**config.mk**
```make
export PLATFORM = sky130hd
export DESIGN_NAME = miner_noc_endpoint
export DESIGN_NICKNAME = d
export VERILOG_FILES = /design/src/rtl/miner_noc_endpoint_pkg.sv /design/src/rtl/miner_noc_endpoint_credit.sv /design/src/rtl/miner_noc_endpoint.sv
export SDC_FILE = /design/constraint.sdc
export NUM_CORES = 1
export LEC_CHECK = 0
export CAP_MARGIN = 0
export CORE_AREA = 2 2 324 326
export CTS_CLUSTER_SIZE = 8
export DETAILED_ROUTE_END_ITERATION = 12
export DIE_AREA = 0 0 326 328
export GPL_TIMING_DRIVEN = 0
export PLACE_DENSITY = 0.58
export SYNTH_ARGS = -nofsm -noshare
export SYNTH_HDL_FRONTEND = slang
export SYNTH_HIERARCHICAL = 1
export SYNTH_SLANG_ARGS = --single-unit
```
**constraint.sdc**
```tcl
create_clock -name sys_clk -period 3.65 [get_ports sys_clk]
set_clock_uncertainty 0.2 [all_clocks]
set_input_delay 0.5475 -clock sys_clk [delete_from_list [all_inputs] [get_ports sys_clk]]
set_output_delay 0.5475 -clock sys_clk [all_outputs]
set_load 0.02 [all_outputs]
```
**src/rtl/miner_noc_endpoint_pkg.sv**
```systemverilog
// Shared definitions for the miner NoC endpoint: flit field layout, FSM state
// encodings and reply message constants.
package miner_noc_endpoint_pkg;

  // Matches the flit data width used across the NoC (connect_parameters).
  localparam int FLIT_DATA_WIDTH = 64;
  localparam int FLIT_W          = 73;
  localparam int FLIT_VALID_BIT  = 72;
  localparam int FLIT_TAIL_BIT   = 71;
  localparam int FLIT_DEST_LSB   = 66;
  localparam int FLIT_DEST_W     = 5;
  localparam int FLIT_VC_LSB     = 64;
  localparam int FLIT_VC_W       = 2;
  localparam int CREDIT_W        = 3;

  localparam int HDR_FLITS = 10;
  localparam int HDR_W     = HDR_FLITS * FLIT_DATA_WIDTH;
  localparam int IDX_W     = 4;
  localparam int CNT_W     = 5;

  localparam logic [FLIT_DATA_WIDTH-1:0] FOUND_MSG = 64'h1;

  typedef enum logic [2:0] {
    RX_HDR   = 3'd0,
    HASH     = 3'd1,
    TX_FOUND = 3'd2,
    TX_NONCE = 3'd3,
    TX_CLKS  = 3'd4,
    DONE     = 3'd5
  } ep_state_e;

  function automatic logic [FLIT_W-1:0] make_flit(
    input logic                       tail,
    input logic [FLIT_DEST_W-1:0]     dest,
    input logic [FLIT_VC_W-1:0]       vc,
    input logic [FLIT_DATA_WIDTH-1:0] data
  );
    return {1'b1, tail, dest, vc, data};
  endfunction

endpackage

```
**src/rtl/miner_noc_endpoint_credit.sv**
```systemverilog
// miner_credit_counter: transmit credit tracker, starts full and saturates at
// CREDIT_INIT; a returned credit and a send in the same cycle cancel out.
module miner_credit_counter
  import miner_noc_endpoint_pkg::*;
#(
  parameter int CREDIT_INIT = 16
) (
  input  logic             sys_clk,
  input  logic             nreset,
  input  logic             credit_in,
  input  logic             send,
  output logic [CNT_W-1:0] count
);

  localparam logic [CNT_W-1:0] CMAX = CNT_W'(CREDIT_INIT);

  always_ff @(posedge sys_clk or negedge nreset) begin
    if (!nreset) begin
      count <= CMAX;
    end else if (credit_in && !send) begin
      if (count < CMAX) count <= count + CNT_W'(1);
    end else if (send && !credit_in) begin
      if (count != '0) count <= count - CNT_W'(1);
    end
  end

endmodule

```
**src/rtl/miner_noc_endpoint.sv**
```systemverilog
// Miner NoC endpoint: gathers a 10-flit block header, times the hash core, and
// replies FOUND / nonce / cycle count. Macro MINER_EP_CLKCNT_EN builds the counter.
module miner_noc_endpoint
  import miner_noc_endpoint_pkg::*;
#(
  parameter logic [FLIT_DEST_W-1:0] CTRL_ADDR   = 5'd0,
  parameter logic [FLIT_VC_W-1:0]   REPLY_VC    = 2'd0,
  parameter int                     CREDIT_INIT = 16
) (
  input  logic                sys_clk,
  input  logic                nreset,
  input  logic [FLIT_W-1:0]   getFlit,
  output logic                EN_getFlit,
  output logic [CREDIT_W-1:0] putCredits,
  output logic                EN_putCredits,
  output logic [FLIT_W-1:0]   putFlit,
  output logic                EN_putFlit,
  input  logic [CREDIT_W-1:0] getCredits,
  output logic                EN_getCredits,
  output logic [HDR_W-1:0]    hdr_data,
  output logic                hdr_valid,
  input  logic                found,
  input  logic [31:0]         found_nonce
);

  localparam logic [IDX_W-1:0] LAST_IDX = IDX_W'(HDR_FLITS - 1);

  ep_state_e                  state, state_nxt;
  logic [IDX_W-1:0]           flit_idx;
  logic [31:0]                nonce;
  logic [FLIT_DATA_WIDTH-1:0] clks_data;
  logic [CNT_W-1:0]           credit_cnt;
  logic                       flit_acc, rx_tail, send, hdr_done;
  logic [FLIT_VC_W-1:0]       rx_vc;
  logic [FLIT_DATA_WIDTH-1:0] rx_data;
  logic                       unused_bits;

  assign flit_acc      = EN_getFlit & getFlit[FLIT_VALID_BIT];
  assign rx_tail       = getFlit[FLIT_TAIL_BIT];
  assign rx_vc         = getFlit[FLIT_VC_LSB +: FLIT_VC_W];
  assign rx_data       = getFlit[FLIT_DATA_WIDTH-1:0];
  assign hdr_done      = (state == RX_HDR) && flit_acc && rx_tail && (flit_idx == LAST_IDX);
  assign EN_getCredits = 1'b1;
  assign unused_bits   = ^{getFlit[FLIT_DEST_LSB +: FLIT_DEST_W], getCredits[FLIT_VC_W-1:0]};

  // Ready only once out of reset; every valid flit is taken and credited back.
  always_ff @(posedge sys_clk or negedge nreset) begin
    if (!nreset) begin
      EN_getFlit    <= 1'b0;
      EN_putCredits <= 1'b0;
      putCredits    <= '0;
    end else begin
      EN_getFlit    <= 1'b1;
      EN_putCredits <= flit_acc;
      putCredits    <= flit_acc ? {1'b1, rx_vc} : '0;
    end
  end

  always_ff @(posedge sys_clk or negedge nreset) begin
    if (!nreset) begin
      flit_idx  <= '0;
      hdr_data  <= '0;
      hdr_valid <= 1'b0;
    end else begin
      hdr_valid <= hdr_done;
      if (state == RX_HDR && flit_acc) begin
        for (int k = 0; k < HDR_FLITS; k++) begin
          if (flit_idx == IDX_W'(k)) hdr_data[k*FLIT_DATA_WIDTH +: FLIT_DATA_WIDTH] <= rx_data;
        end
        if (rx_tail || flit_idx == LAST_IDX) flit_idx <= '0;
        else                                 flit_idx <= flit_idx + IDX_W'(1);
      end
    end
  end

  always_ff @(posedge sys_clk or negedge nreset) begin
    if (!nreset)                     nonce <= '0;
    else if (state == HASH && found) nonce <= found_nonce;
  end

`ifdef MINER_EP_CLKCNT_EN
  logic [63:0] clk_cnt;

  // Starts from zero on the header pulse and stops on the cycle found is seen.
  always_ff @(posedge sys_clk or negedge nreset) begin
    if (!nreset)                      clk_cnt <= '0;
    else if (hdr_valid)               clk_cnt <= '0;
    else if (state == HASH && !found) clk_cnt <= clk_cnt + 64'd1;
  end

  assign clks_data = clk_cnt;
`else
  assign clks_data = '0;
`endif

  miner_credit_counter #(
    .CREDIT_INIT (CREDIT_INIT)
  ) u_credit (
    .sys_clk   (sys_clk),
    .nreset    (nreset),
    .credit_in (getCredits[CREDIT_W-1]),
    .send      (send),
    .count     (credit_cnt)
  );

  always_ff @(posedge sys_clk or negedge nreset) begin
    if (!nreset) state <= RX_HDR;
    else         state <= state_nxt;
  end

  always_comb begin
    state_nxt  = state;
    send       = 1'b0;
    putFlit    = '0;
    case (state)
      RX_HDR:   if (hdr_done) state_nxt = HASH;
      HASH:     if (found) state_nxt = TX_FOUND;
      TX_FOUND: if (credit_cnt != '0) begin
        send      = 1'b1;
        putFlit   = make_flit(1'b0, CTRL_ADDR, REPLY_VC, FOUND_MSG);
        state_nxt = TX_NONCE;
      end
      TX_NONCE: if (credit_cnt != '0) begin
        send      = 1'b1;
        putFlit   = make_flit(1'b0, CTRL_ADDR, REPLY_VC, {32'h0, nonce});
        state_nxt = TX_CLKS;
      end
      TX_CLKS:  if (credit_cnt != '0) begin
        send      = 1'b1;
        putFlit   = make_flit(1'b1, CTRL_ADDR, REPLY_VC, clks_data);
        state_nxt = DONE;
      end
      DONE:     state_nxt = DONE;
      default:  state_nxt = RX_HDR;
    endcase
    EN_putFlit = send;
  end

endmodule

```
======== Word level (Yosys, flattened, before mapping) ========
Index checks and enable logic that the tools add are counted.
word-level totals
  output and inout port bits .............. 721
  register bits ........................... 690
cells by class
  reduce and logical (&&, ||, !) cells .... 27
  mux-type cells .......................... 18
  $lt $le $gt $ge ......................... 1
  equal/unequal tests ..................... 20
  bitwise gates (word level) .............. 1
  $add $sub $neg .......................... 3
operators by type and width
  kind                                                 count
  2-to-1 mux 73 bit                                    3
  case mux 73 bit (3 select lines)                     1
  2-to-1 mux 5 bit                                     4
  AND reduction 2 bit                                  10
  2-to-1 mux 3 bit                                     6
  case mux 3 bit (6 select lines)                      1
  equality test 4 x 3 -> 1 bit, second input constant  4
  != test 2 bit, second input constant                 6
  equality test 4 x 2 -> 1 bit, second input constant  2
  equality test 4 bit, second input constant           2
  equality test 3 x 2 -> 1 bit, second input constant  2
  equality test 3 bit, second input constant           2
  logical AND 1 bit                                    6
  adder 5 x 1 -> 5 bit, second input constant          1
  less-than comparator 5 bit, second input constant    1
  AND reduction 5 bit                                  1
  nonzero test 5 bit                                   1
  subtractor 5 x 1 -> 5 bit, second input constant     1
  adder 4 x 1 -> 4 bit, second input constant          1
  equality test 4 x 1 -> 1 bit, second input constant  1
  logical NOT 4 bit                                    1
  2-to-1 mux 4 bit                                     1
  nonzero test 2 bit                                   2
  equality test 3 x 1 -> 1 bit, second input constant  1
  7 further kinds                                      9

======== Depth between registers and ports, before layout ========
Gate-level depths: netlist of run 1.
  depth in word-level cells ............... 7
  mapped depth ............................ 12
  depth with buffers taken out ............ 10

======== By module ========
The synthesis of run 1 kept the hierarchy.
modules (own cells, without submodules)
  module                cells an instance  area an instance (um^2)  seq. area each (um^2)  instances
  miner_noc_endpoint    1,637              26,716.9                 17,116.4               1
  miner_credit_counter  44                 411.6                    126.4                  1

======== Worst setup path after synthesis of run 1 ========
No wires, ideal clock.
  path type ............................... reg-to-reg
  start point ............................. reg state[0]
  end point ............................... reg u_credit.count[4]
  cell stages (with the launch flop) ...... 13
  clock period less this slack ............ 2,898 ps
  setup time .............................. 85 ps
  data arrival time ....................... 2,613 ps
  required time ........................... 3,365 ps
  path slack .............................. 752 ps
  path through ............................ dfrtp_1 -> buf_2 -> inv_1 -> nand3_1 -> a21oi_1 -> nand2b_1 -> buf_6 -> xor2_1 -> ha_1 -> o21ai_0 -> o21bai_1 -> a21oi_1 -> o221ai_1
on the way
  word-level cells in the longest chain between the ends .. 7
ends and longest elaborated chain
  item                                                                         line                             source
  start: declaration                                                           miner_noc_endpoint.sv:28         ep_state_e state, state_nxt;
  start signal: assignment                                                     miner_noc_endpoint.sv:108        else state <= state_nxt;
  equality test 3 bit / equality test 3 x 2 -> 1 bit (equally long branches)   miner_noc_endpoint.sv:115        case (state)
  OR reduction 3 bit (no source line) (*)                                      n/a
  2-to-1 mux 1 bit (*)                                                         n/a
  named net EN_putFlit                                                         miner_noc_endpoint.sv:17         output logic EN_putFlit,
  logical NOT 1 bit                                                            miner_noc_endpoint_credit.sv:20  end else if (credit_in && !send) begin
  logical AND 1 bit                                                            miner_noc_endpoint_credit.sv:20
  != test 2 bit (no source line) / nonzero test 2 bit (equally long branches)  n/a
  AND reduction 3 bit (no source line)                                         n/a
  end signal: assignment                                                       miner_noc_endpoint_credit.sv:21  if (count < CMAX) count <= count + CNT_W'(1);
  end signal: assignment                                                       miner_noc_endpoint_credit.sv:23  if (count != '0) count <= count - CNT_W'(1);
  end: declaration                                                             miner_noc_endpoint_credit.sv:12  output logic [CNT_W-1:0] count
Mark *: on every way through the listed nets, which the timed path passes. The rest lies on a longest branch.
A chain may end at the register's enable or synchronous reset.

======== Worst setup path in the final report of run 1 ========
  start point ............................. reg state[0]
  end point ............................... out EN_putFlit
on the way
  word-level cells in the longest chain between the ends .. 3
ends and longest elaborated chain
  item                                                                        line
  equality test 3 bit / equality test 3 x 2 -> 1 bit (equally long branches)  miner_noc_endpoint.sv:115
  OR reduction 3 bit (no source line) (*)                                     n/a
  2-to-1 mux 1 bit (*)                                                        n/a
  end: declaration                                                            miner_noc_endpoint.sv:17
Every way passes the cells marked *; elsewhere a longest branch is shown, timed or not.

==> results of run 1 <==
[final cells by class]
class	instances	area share, %
clock inverters	6	0.345
flip-flops and latches	689	44.0
multi-input cells	840	22.2
plain buffers	182	3.44
well taps	1380	4.41
repair buffers	732	19.2
diodes	1	0.00638
clock buffers	110	6.40
inverters	9	0.0862
[stage by stage]
| stage | power (W) | setup TNS [ns] | worst slack [ns] | instances |
|---|---|---|---|---|
| global placement | 0.0224 | - | -27.97 | 3819 |
| CTS | 0.0310 | 0 | 0.00810 | 3948 |
| finish | 0.0306 | 0 | 0.131 | 3949 |
| detailed placement | 0.0226 | -0.136 | -0.0746 | 3827 |
| global route | 0.0319 | -0.00907 | -0.00907 | 3948 |
| floorplan | 0.0166 | 0 | 0.752 | 1720 |
[cells by family (layout without fill, tap and decap cells)]
family / count (synthesis) / after routing
buf+inv: 191 / 1039
simple gates: 87 / 87
flops: 689 / 689
other cells: 2 / 42
compound gates: 29 / 29
xor+xnor: 3 / 3
mux: 674 / 674
fa+ha+maj: 6 / 6
[how the worst max path moves through the flow]
stage,from,end,cells after the start
6_report,state[0]$_DFFE_PN0P_,EN_putFlit,5
5_1_grt,state[0]$_DFFE_PN0P_,EN_putFlit,5
4_1_cts,state[2]$_DFFE_PN0P_,putFlit[11],7
3_5_place_dp,state[0]$_DFFE_PN0P_,putFlit[21],6
3_3_place_gp,nreset,u_credit/count[1]$_DFFE_PN0P_,1
2_1_floorplan,state[0]$_DFFE_PN0P_,u_credit/count[4]$_DFFE_PN1P_,12
[state kept, by name (all words and copies together) (netlist names)]
signal          flops
EN_putCredits       1
flit_idx            4
hdr_data          640
EN_getFlit          1
putCredits          2
nonce              32
u_credit/count      5
hdr_valid           1
state               3
[metal layers]
metal	global-route usage, %	part of all wire (%)	vias up
li1	-	-	7471
met1	19.0	39	9011
met2	29.1	52	564
met3	4.84	6.5	140
met4	5.52	2.7	2
met5	0	0.014	-
[placed cells by master (no fill, tap or decap), types with 11 or more instances in the layout]
cell	instances
dfrtp_1	687
and2_1	33
conb_1	41
dlymetal6s2s_1	19
clkbuf_16	98
clkbuf_1	11
mux2_2	641
mux2_1	32
clkdlybuf4s50_1	697
nor2_1	11
buf_1	64
buf_4	51
buf_6	62
[worst register-to-register path, stage by stage (launching register included)]
cell and delay, ns:
dfrtp_2 0.45, buf_4 0.19, inv_1 0.19, nand3_1 0.17
a21oi_2 0.38, nand2b_1 0.18, buf_6 0.12, xor2_1 0.15
ha_1 0.25, o21ai_0 0.13, o21bai_1 0.24, a21oi_1 0.11
o221ai_1 0.21
[repair_timing]
item,in CTS,in global routing
resized for setup,13,20
endpoints found under the hold margin,68,0
setup buffers,3,0
hold buffers,2,0
pin swaps,0,0
endpoints found under the setup margin,32,20
[power breakdown]
part / internal [W] / total (W) / switching (W)
clock network: 0.00479 / 0.00811 / 0.00332
registers: 0.00993 / 0.0112 / 0.00128
logic: 0.00559 / 0.0113 / 0.00566
[synthesized netlist by cell type (all sizes together), types with 4 or more instances]
cell type,n
nor3,6
nor2,12
ha,6
a211oi,4
a21oi,6
and2,33
buf,179
nand2,4
nand2b,4
inv,9
dfrtp,688
and4,5
o21ai,7
mux2,673
nand4,5
==> flow_metrics.tcl, run 1 <==
set metrics [dict create \
    timing.rr.start "state[0]$_DFFE_PN0P_" \
    required_ns 2.90 \
    place.gp.congestion 0.791 \
    setup_viol 0 \
    grt.total_usage_pct 16.5 \
    crit_fanout 10 \
    synth.top_cell.area_share_pct 63.5 \
    synth_top_family_by_area "multiplexers" \
    synth_xor_area_share_pct 0.0969 \
    start_util_pct 26.3 \
    design.die.area_sq_um 107000 \
    clockBufferDepth 3 \
    synth-compound-area-share_pct 0.719 \
    rsz0062_at_grt "yes" \
    hpwl_microns 66000 \
    min_period_over_period_pct 96.4 \
    rows 118 \
    clkSinkCount 689 \
    synth_sequential_area_ratio_pct 63.6 \
    fillerInstances 9707 \
    syn_area_sq_um 27100 \
    io_pins 832 \
    final_util_pct 38.0 \
    hold_viol_final 0 \
    synth_edf_count 0 \
    routed_wl_microns 90300 \
    slowest_stage "clkdlybuf4s50_1" \
    grt_start_max_net_pins 126 \
    placed_cell_area_sq_um 36400 \
    p_leak_nw 18.5 \
    synth-main-ff-cell "dfrtp_1" \
    die_w_microns 326 \
    cts_root_buffer "clkbuf_16" \
    cap_violations 0 \
    core_sq_um 103000 \
    fmax_mhz 284 \
    synth_area_leader_cell "dfrtp_1" \
    reg2reg_to "u_credit/count[4]$_DFFE_PN1P_" \
    antenna_found_initial 4 \
    cts_max_level 3 \
    drv_slew 0 \
    synthArstFlopShare_pct 100 \
    slew_headroom_pct 35.3 \
    post-route-drc-count 0 \
    r2r_cells 12 \
    criticalPathCategory "reg2out" \
    clock_latency_ns 0.66 \
    seq_area_sq_um 17200 \
    crit_chain "buf_4, inv_1, nand3_1, a21oi_2, clkdlybuf4s50_1" \
    route.vias.total 17188 \
    crit_path_end_kind "primary output" \
    synthMuxAreaShare_pct 28.0 \
    crit_family "buffers and inverters" \
    syn_area_per_cell_sq_um 16.1 \
    multi_input_area_sq_um 8690 \
    finalInstanceArea_sq_um 39200 \
    ys_warn_count 6 \
    synth.top_cells.by_area "dfrtp_1 (63%), mux2_2 (27%), buf_6 (2.6%), mux2_1 (1.3%), buf_4 (1.3%)" \
    yosysUniqueCellTypes 49 \
    via_per_inst 4.35 \
    dieHeight_microns 328 \
    ir_drop_mv 0.449 \
    yosys.area_share.simple_pct 2.31 \
    drtIter0Drc 673 \
    clkTransAtPathRegs_ns 0.05 \
    tightest_slew_ns 0.967 \
    post_drt_wl_per_cell_microns 22.9 \
    syn_inst 1681 \
    ant_nets 0 \
    nets 2667 \
    status "complete, no violations" \
    min_path_type "in2async" \
    synthAdderAreaFrac_pct 0.277 \
    cts_buffers 96 \
    whs_ns 0.225 \
    grt_pass1_wl_microns 131000 \
    grt_pass1_vias 18736 \
    cts_tree "done" \
    io_buffers 719 \
    critPathArrivalTime_ns 2.77 \
    drive_gt1_share_pct 34.7 \
    max_stage_delay_ns 0.71 \
    syn_to_final_growth_pct 44.5 \
    ys_ff_latch 689 \
    min_period_ns 3.52 \
    dr.pass1.iters 4 \
    start_kind "flip-flop" \
    cp_num_buf_inv 3 \
    reg2reg_setup_slack_ns 0.57 \
    pwr_density_cell_nw_per_um2 780 \
    overflow 0 \
]
Note: power is estimated with default switching activity, not from simulation.
==> inputs of run 2 (changes only) <==
--- a/config.mk
+++ b/config.mk
@@ -6,12 +6,12 @@
 export NUM_CORES = 1
 export LEC_CHECK = 0
 export CAP_MARGIN = 0
-export CORE_AREA = 2 2 324 326
+export CORE_AREA = 2 2 326 328
 export CTS_CLUSTER_SIZE = 8
 export DETAILED_ROUTE_END_ITERATION = 12
-export DIE_AREA = 0 0 326 328
+export DIE_AREA = 0 0 328 330
 export GPL_TIMING_DRIVEN = 0
-export PLACE_DENSITY = 0.58
+export PLACE_DENSITY = 0.57
 export SYNTH_ARGS = -nofsm -noshare
 export SYNTH_HDL_FRONTEND = slang
 export SYNTH_HIERARCHICAL = 1
==> flow_metrics.tcl, run 2 (synthesized netlist as in run 1, its figures left out) <==
set metrics [dict create \
    grt.total_usage_pct 16.0 \
    cts_root_buffer "clkbuf_16" \
    p_leak_nw 18.4 \
    cts_buffers 96 \
    clockBufferDepth 3 \
    min_period_over_period_pct 96.3 \
    hpwl_microns 65400 \
    grt_pass1_wl_microns 128000 \
    diodes 0 \
    place.gp.congestion 0.800 \
    io_buffers 719 \
    hold_viol_final 0 \
    syn_to_final_growth_pct 44.4 \
    drtIter0Drc 692 \
    routed_wl_microns 89600 \
    setup_viol 0 \
    antenna_found_initial 2 \
    crit_chain "buf_6, nand2b_1, a211oi_4, clkbuf_8, and2_1, clkdlybuf4s50_1" \
    post_drt_wl_per_cell_microns 22.6 \
    critPathArrivalTime_ns 2.77 \
    top_regs "hdr_data: 640 flops, nonce: 32 flops, u_credit/count: 5 flops" \
    clock_latency_ns 0.65 \
    via_per_inst 4.33 \
    post-route-drc-count 0 \
    dieHeight_microns 330 \
    min_path_type "in2reg" \
    crit_fanout 10 \
    finalWorstSetupSlack_ns 0.136 \
    grt_pass1_vias 18473 \
    drv_slew 0 \
    route.vias.total 17147 \
    final_util_pct 37.4 \
    final_common_cell "clkdlybuf4s50_1" \
    clkTransAtPathRegs_ns 0.05 \
    largest_register "hdr_data" \
    die_w_microns 328 \
    cap_violations 0 \
    crit_path_end_kind "primary output" \
    layout_common_cells "clkdlybuf4s50_1 (702), dfrtp_1 (687), mux2_2 (641)" \
    overflow 0 \
    pwr_density_cell_nw_per_um2 780 \
    start_util_pct 25.9 \
    dr.pass1.iters 5 \
    largest_reg_flops 640 \
    grt_start_max_net_pins 128 \
    clkSinkCount 689 \
    tightest_slew_ns 0.885 \
    cts_max_level 3 \
    max_stage_delay_ns 0.60 \
    start_kind "flip-flop" \
    cp_num_buf_inv 3 \
    nets 2666 \
    status "complete, no violations" \
    crit_family "buffers and inverters" \
    required_ns 2.90 \
    min_period_ns 3.51 \
    fmax_mhz 285 \
    io_pins 832 \
    slowest_stage "clkdlybuf4s50_1" \
    reg2reg_setup_slack_ns 0.63 \
    rsz0062_at_grt "yes" \
    ir_drop_mv 0.477 \
    place_ws_ns 0.0403 \
    core_sq_um 105000 \
    drive_gt1_share_pct 34.7 \
    cts_tree "done" \
    slew_headroom_pct 41.0 \
    ant_nets 0 \
    criticalPathCategory "reg2out" \
    rows 119 \
    design.die.area_sq_um 108000 \
]
-- run 2: cell count changes in the layout (fill, tap and decap cells not counted), moves of 2 or more --
cell             before  now
clkdlybuf4s50_1     697  702
dlymetal6s2s_1       19   16
clkbuf_1             11   13
clkinv_16             3    1
dlygate4sd2_1         2    0
-- run 2: layer usage --
layer  track usage, %  wire length [microns]  vias to the layer above
met5                0                      0                        -
met4             5.89                   2830                        0
met3             4.75                   6200                      147
met2             28.1                  46000                      602
met1             18.3                  34500                     8924
li1                 -                      -                     7474
-- run 2: metrics by stage --
stage	TNS (ns)	hold WS, ns	total power, W	cell area (sq um)	std cells
CTS	0	0.176	0.0310	39100	3960
global placement	-	0.270	0.0224	36200	3830
detailed placement	0	0.278	0.0226	36400	3838
global route	-0.139	0.235	0.0319	39200	3960
floorplan	0	0.0519	0.0166	27300	1720
finish	0	0.243	0.0305	39200	3960
-- run 2: layout make-up --
| class | count | area, sq um |
|---|---|---|
| buffer | 182 | 1350 |
| clock buffer | 113 | 2540 |
| clock inverter | 5 | 80.1 |
| fill | 9907 | 65500 |
| inverter | 9 | 33.8 |
| multi-input combinational | 840 | 8690 |
| sequential | 689 | 17200 |
| tap | 1391 | 1740 |
| timing repair buffer | 731 | 7480 |
-- run 2: timing repair --
item / CTS / global route
gates resized for setup: 13 / 18
endpoints found under the setup margin: 32 / 25
endpoints found under the hold margin: 83 / 0
buffers inserted: 2 / 0
hold buffers: 2 / 0
pin swaps: 1 / 1
-- run 2: final timing paths --
check / start / endpoint / depth (start not counted)
setup / recovery: state[2]$_DFFE_PN0P_ / putFlit[13] / 6
min in group asynchronous: nreset / hdr_data[173]$_DFFE_PN0P_ / 2
hold / removal: getFlit[58] / hdr_data[122]$_DFFE_PN0P_ / 2
hold reg to reg: hdr_data[596]$_DFFE_PN0P_ / hdr_data[596]$_DFFE_PN0P_ / 1
max in group asynchronous: nreset / hdr_data[201]$_DFFE_PN0P_ / 5
setup reg to reg: state[0]$_DFFE_PN0P_ / u_credit/count[4]$_DFFE_PN1P_ / 12
-- run 2: report_power, final --
part           switching (W)  internal, W
clock                0.00328      0.00481
combinational        0.00565      0.00560
sequential           0.00127      0.00993
==> inputs of run 3 (changes only) <==
--- a/config.mk
+++ b/config.mk
@@ -6,10 +6,10 @@
 export NUM_CORES = 1
 export LEC_CHECK = 0
 export CAP_MARGIN = 0
-export CORE_AREA = 2 2 326 328
+export CORE_AREA = 3 3 327 329
 export CTS_CLUSTER_SIZE = 8
 export DETAILED_ROUTE_END_ITERATION = 12
-export DIE_AREA = 0 0 328 330
+export DIE_AREA = 0 0 330 332
 export GPL_TIMING_DRIVEN = 0
 export PLACE_DENSITY = 0.57
 export SYNTH_ARGS = -nofsm -noshare
==> constraint.sdc (replaced) <==
create_clock -name sys_clk -period 3.98 [get_ports sys_clk]
set_clock_uncertainty 0.2 [all_clocks]
set_input_delay 0.597 -clock sys_clk [delete_from_list [all_inputs] [get_ports sys_clk]]
set_output_delay 0.597 -clock sys_clk [all_outputs]
set_load 0.02 [all_outputs]
==> flow_metrics.tcl, run 3 (synthesized netlist as in run 1, its figures left out) <==
set metrics [dict create \
    start_kind "flip-flop" \
    crit_fanout 10 \
    max_stage_delay_ns 0.66 \
    grt_pass1_wl_microns 133000 \
    hpwl_microns 68200 \
    slew_headroom_pct 44.0 \
    cp_num_buf_inv 4 \
    post_cts_buffers 0 \
    route.vias.total 17228 \
    power_w 0.0279 \
    critPathArrivalTime_ns 3.00 \
    grt.total_usage_pct 16.5 \
    dieHeight_microns 332 \
    crit_family "buffers and inverters" \
    start_util_pct 26.1 \
    rsz0062_at_grt "no" \
    design.die.area_sq_um 110000 \
    syn_to_final_growth_pct 43.7 \
    largest_register "hdr_data" \
    drive_gt1_share_pct 34.7 \
    ant_nets 0 \
    routed_wl_microns 92400 \
    dr.pass1.iters 4 \
    clock_latency_ns 0.65 \
    via_per_inst 4.38 \
    top_regs "hdr_data: 640 flops, nonce: 32 flops, u_credit/count: 5 flops" \
    largest_reg_flops 640 \
    overflow 0 \
    p_leak_nw 18.1 \
    min_path_type "in2reg" \
    rows 118 \
    clkTransAtPathRegs_ns 0.05 \
    io_buffers 719 \
    fmax_mhz 263 \
    slowest_stage "clkdlybuf4s50_1" \
    grt_start_max_net_pins 123 \
    die_w_microns 330 \
    setup_tns_ns 0 \
    min_period_over_period_pct 95.4 \
    place_ws_ns 0.283 \
    core_sq_um 104000 \
    tightest_slew_ns 0.840 \
    place.gp.congestion 0.812 \
    drtIter0Drc 581 \
    fillerInstances 9719 \
    setup_viol 0 \
    hold_viol_final 0 \
    cts_buffers 96 \
    final_util_pct 37.6 \
    finalWorstSetupSlack_ns 0.183 \
    ir_drop_mv 0.373 \
    io_pins 832 \
    clkSinkCount 689 \
    cts_tree "done" \
    antenna_found_initial 3 \
    nets 2663 \
    seq_area_sq_um 17200 \
    cts_root_buffer "clkbuf_16" \
    cap_violations 0 \
    multi_input_area_sq_um 8680 \
    post_drt_wl_per_cell_microns 23.5 \
    crit_chain "buf_2, inv_1, a211oi_4, clkbuf_2, and2_1, clkdlybuf4s50_1" \
    crit_path_end_kind "primary output" \
    final_common_cell "clkdlybuf4s50_1" \
    post-route-drc-count 0 \
    clockBufferDepth 3 \
    drv_slew 0 \
    layout_common_cells "clkdlybuf4s50_1 (718), dfrtp_1 (688), mux2_2 (641)" \
    grt_pass1_vias 18889 \
    cts_max_level 3 \
    pwr_density_cell_nw_per_um2 717 \
    criticalPathCategory "reg2out" \
    required_ns 3.18 \
    min_period_ns 3.80 \
    status "complete, no violations" \
]
## run 3: cell types whose count changed in the layout (fill, tap and decap cells not counted), moves of 2 or more
cell | previous run | this run
diode_2 | 0 | 2
buf_4 | 52 | 47
clkbuf_2 | 0 | 3
dlymetal6s2s_1 | 16 | 0
clkdlybuf4s50_1 | 702 | 718
inv_16 | 1 | 3
clkbuf_8 | 2 | 0
clkbuf_1 | 13 | 1
## run 3: final timing paths
path                       slack (ns)  cells past startpoint                             to                      start
min reg2reg                      0.29                      1      hdr_data[455]$_DFFE_PN0P_  hdr_data[455]$_DFFE_PN0P_
max reg2reg                      0.70                     12  u_credit/count[4]$_DFFE_PN1P_       state[0]$_DFFE_PN0P_
max                              0.18                      6                    putFlit[16]       state[0]$_DFFE_PN0P_
min in group asynchronous        0.24                      2      hdr_data[432]$_DFFE_PN0P_                     nreset
min                              0.09                      3  u_credit/count[3]$_DFFE_PN0P_              getCredits[2]
max in group asynchronous        1.17                      5       hdr_data[61]$_DFFE_PN0P_                     nreset
## run 3: worst min-delay path, stage by stage
cell and delay, ns:
buf_4 0.15, nand2_1 0.06, a32oi_1 0.09
## run 3: per-layer routing
metal,vias up,track usage [%],part of all wire (%)
met3,201,4.49,7.0
met1,8928,18.5,38
li1,7472,-,-
met5,-,0,0
met2,627,28.5,50
met4,0,8.60,5.0
## run 3: power breakdown
group / switching [W] / internal [W] / leakage [nW]
logic: 0.00523 / 0.00511 / 7.50
registers: 0.00120 / 0.00911 / 9.34
clock network: 0.00294 / 0.00435 / 1.26
total: 0.00937 / 0.0186 / 18.1
## run 3: stage by stage
stage	cell area (sq um)	cells	hold slack, ns
finish	39000	3936	0.0936
global route	39000	3934	0.0572
CTS	39000	3934	0.0175
detailed placement	36400	3827	0.280
global placement	36200	3819	0.272
floorplan	27300	1720	0.101
## run 3: cell type report
type / instances / area share (%)
flip-flops and latches: 689 / 44.2
repair buffers: 728 / 19.0
clock buffers: 100 / 6.36
inverters: 9 / 0.0866
diodes: 2 / 0.0128
clock inverters: 6 / 0.202
well taps: 1380 / 4.43
multi-input cells: 840 / 22.3
plain buffers: 182 / 3.43
## run 3: timing repair
item,CTS,global route
resized for setup,5,0
hold buffers,1,0
setup endpoints to repair,29,0
endpoints found under the hold margin,47,0
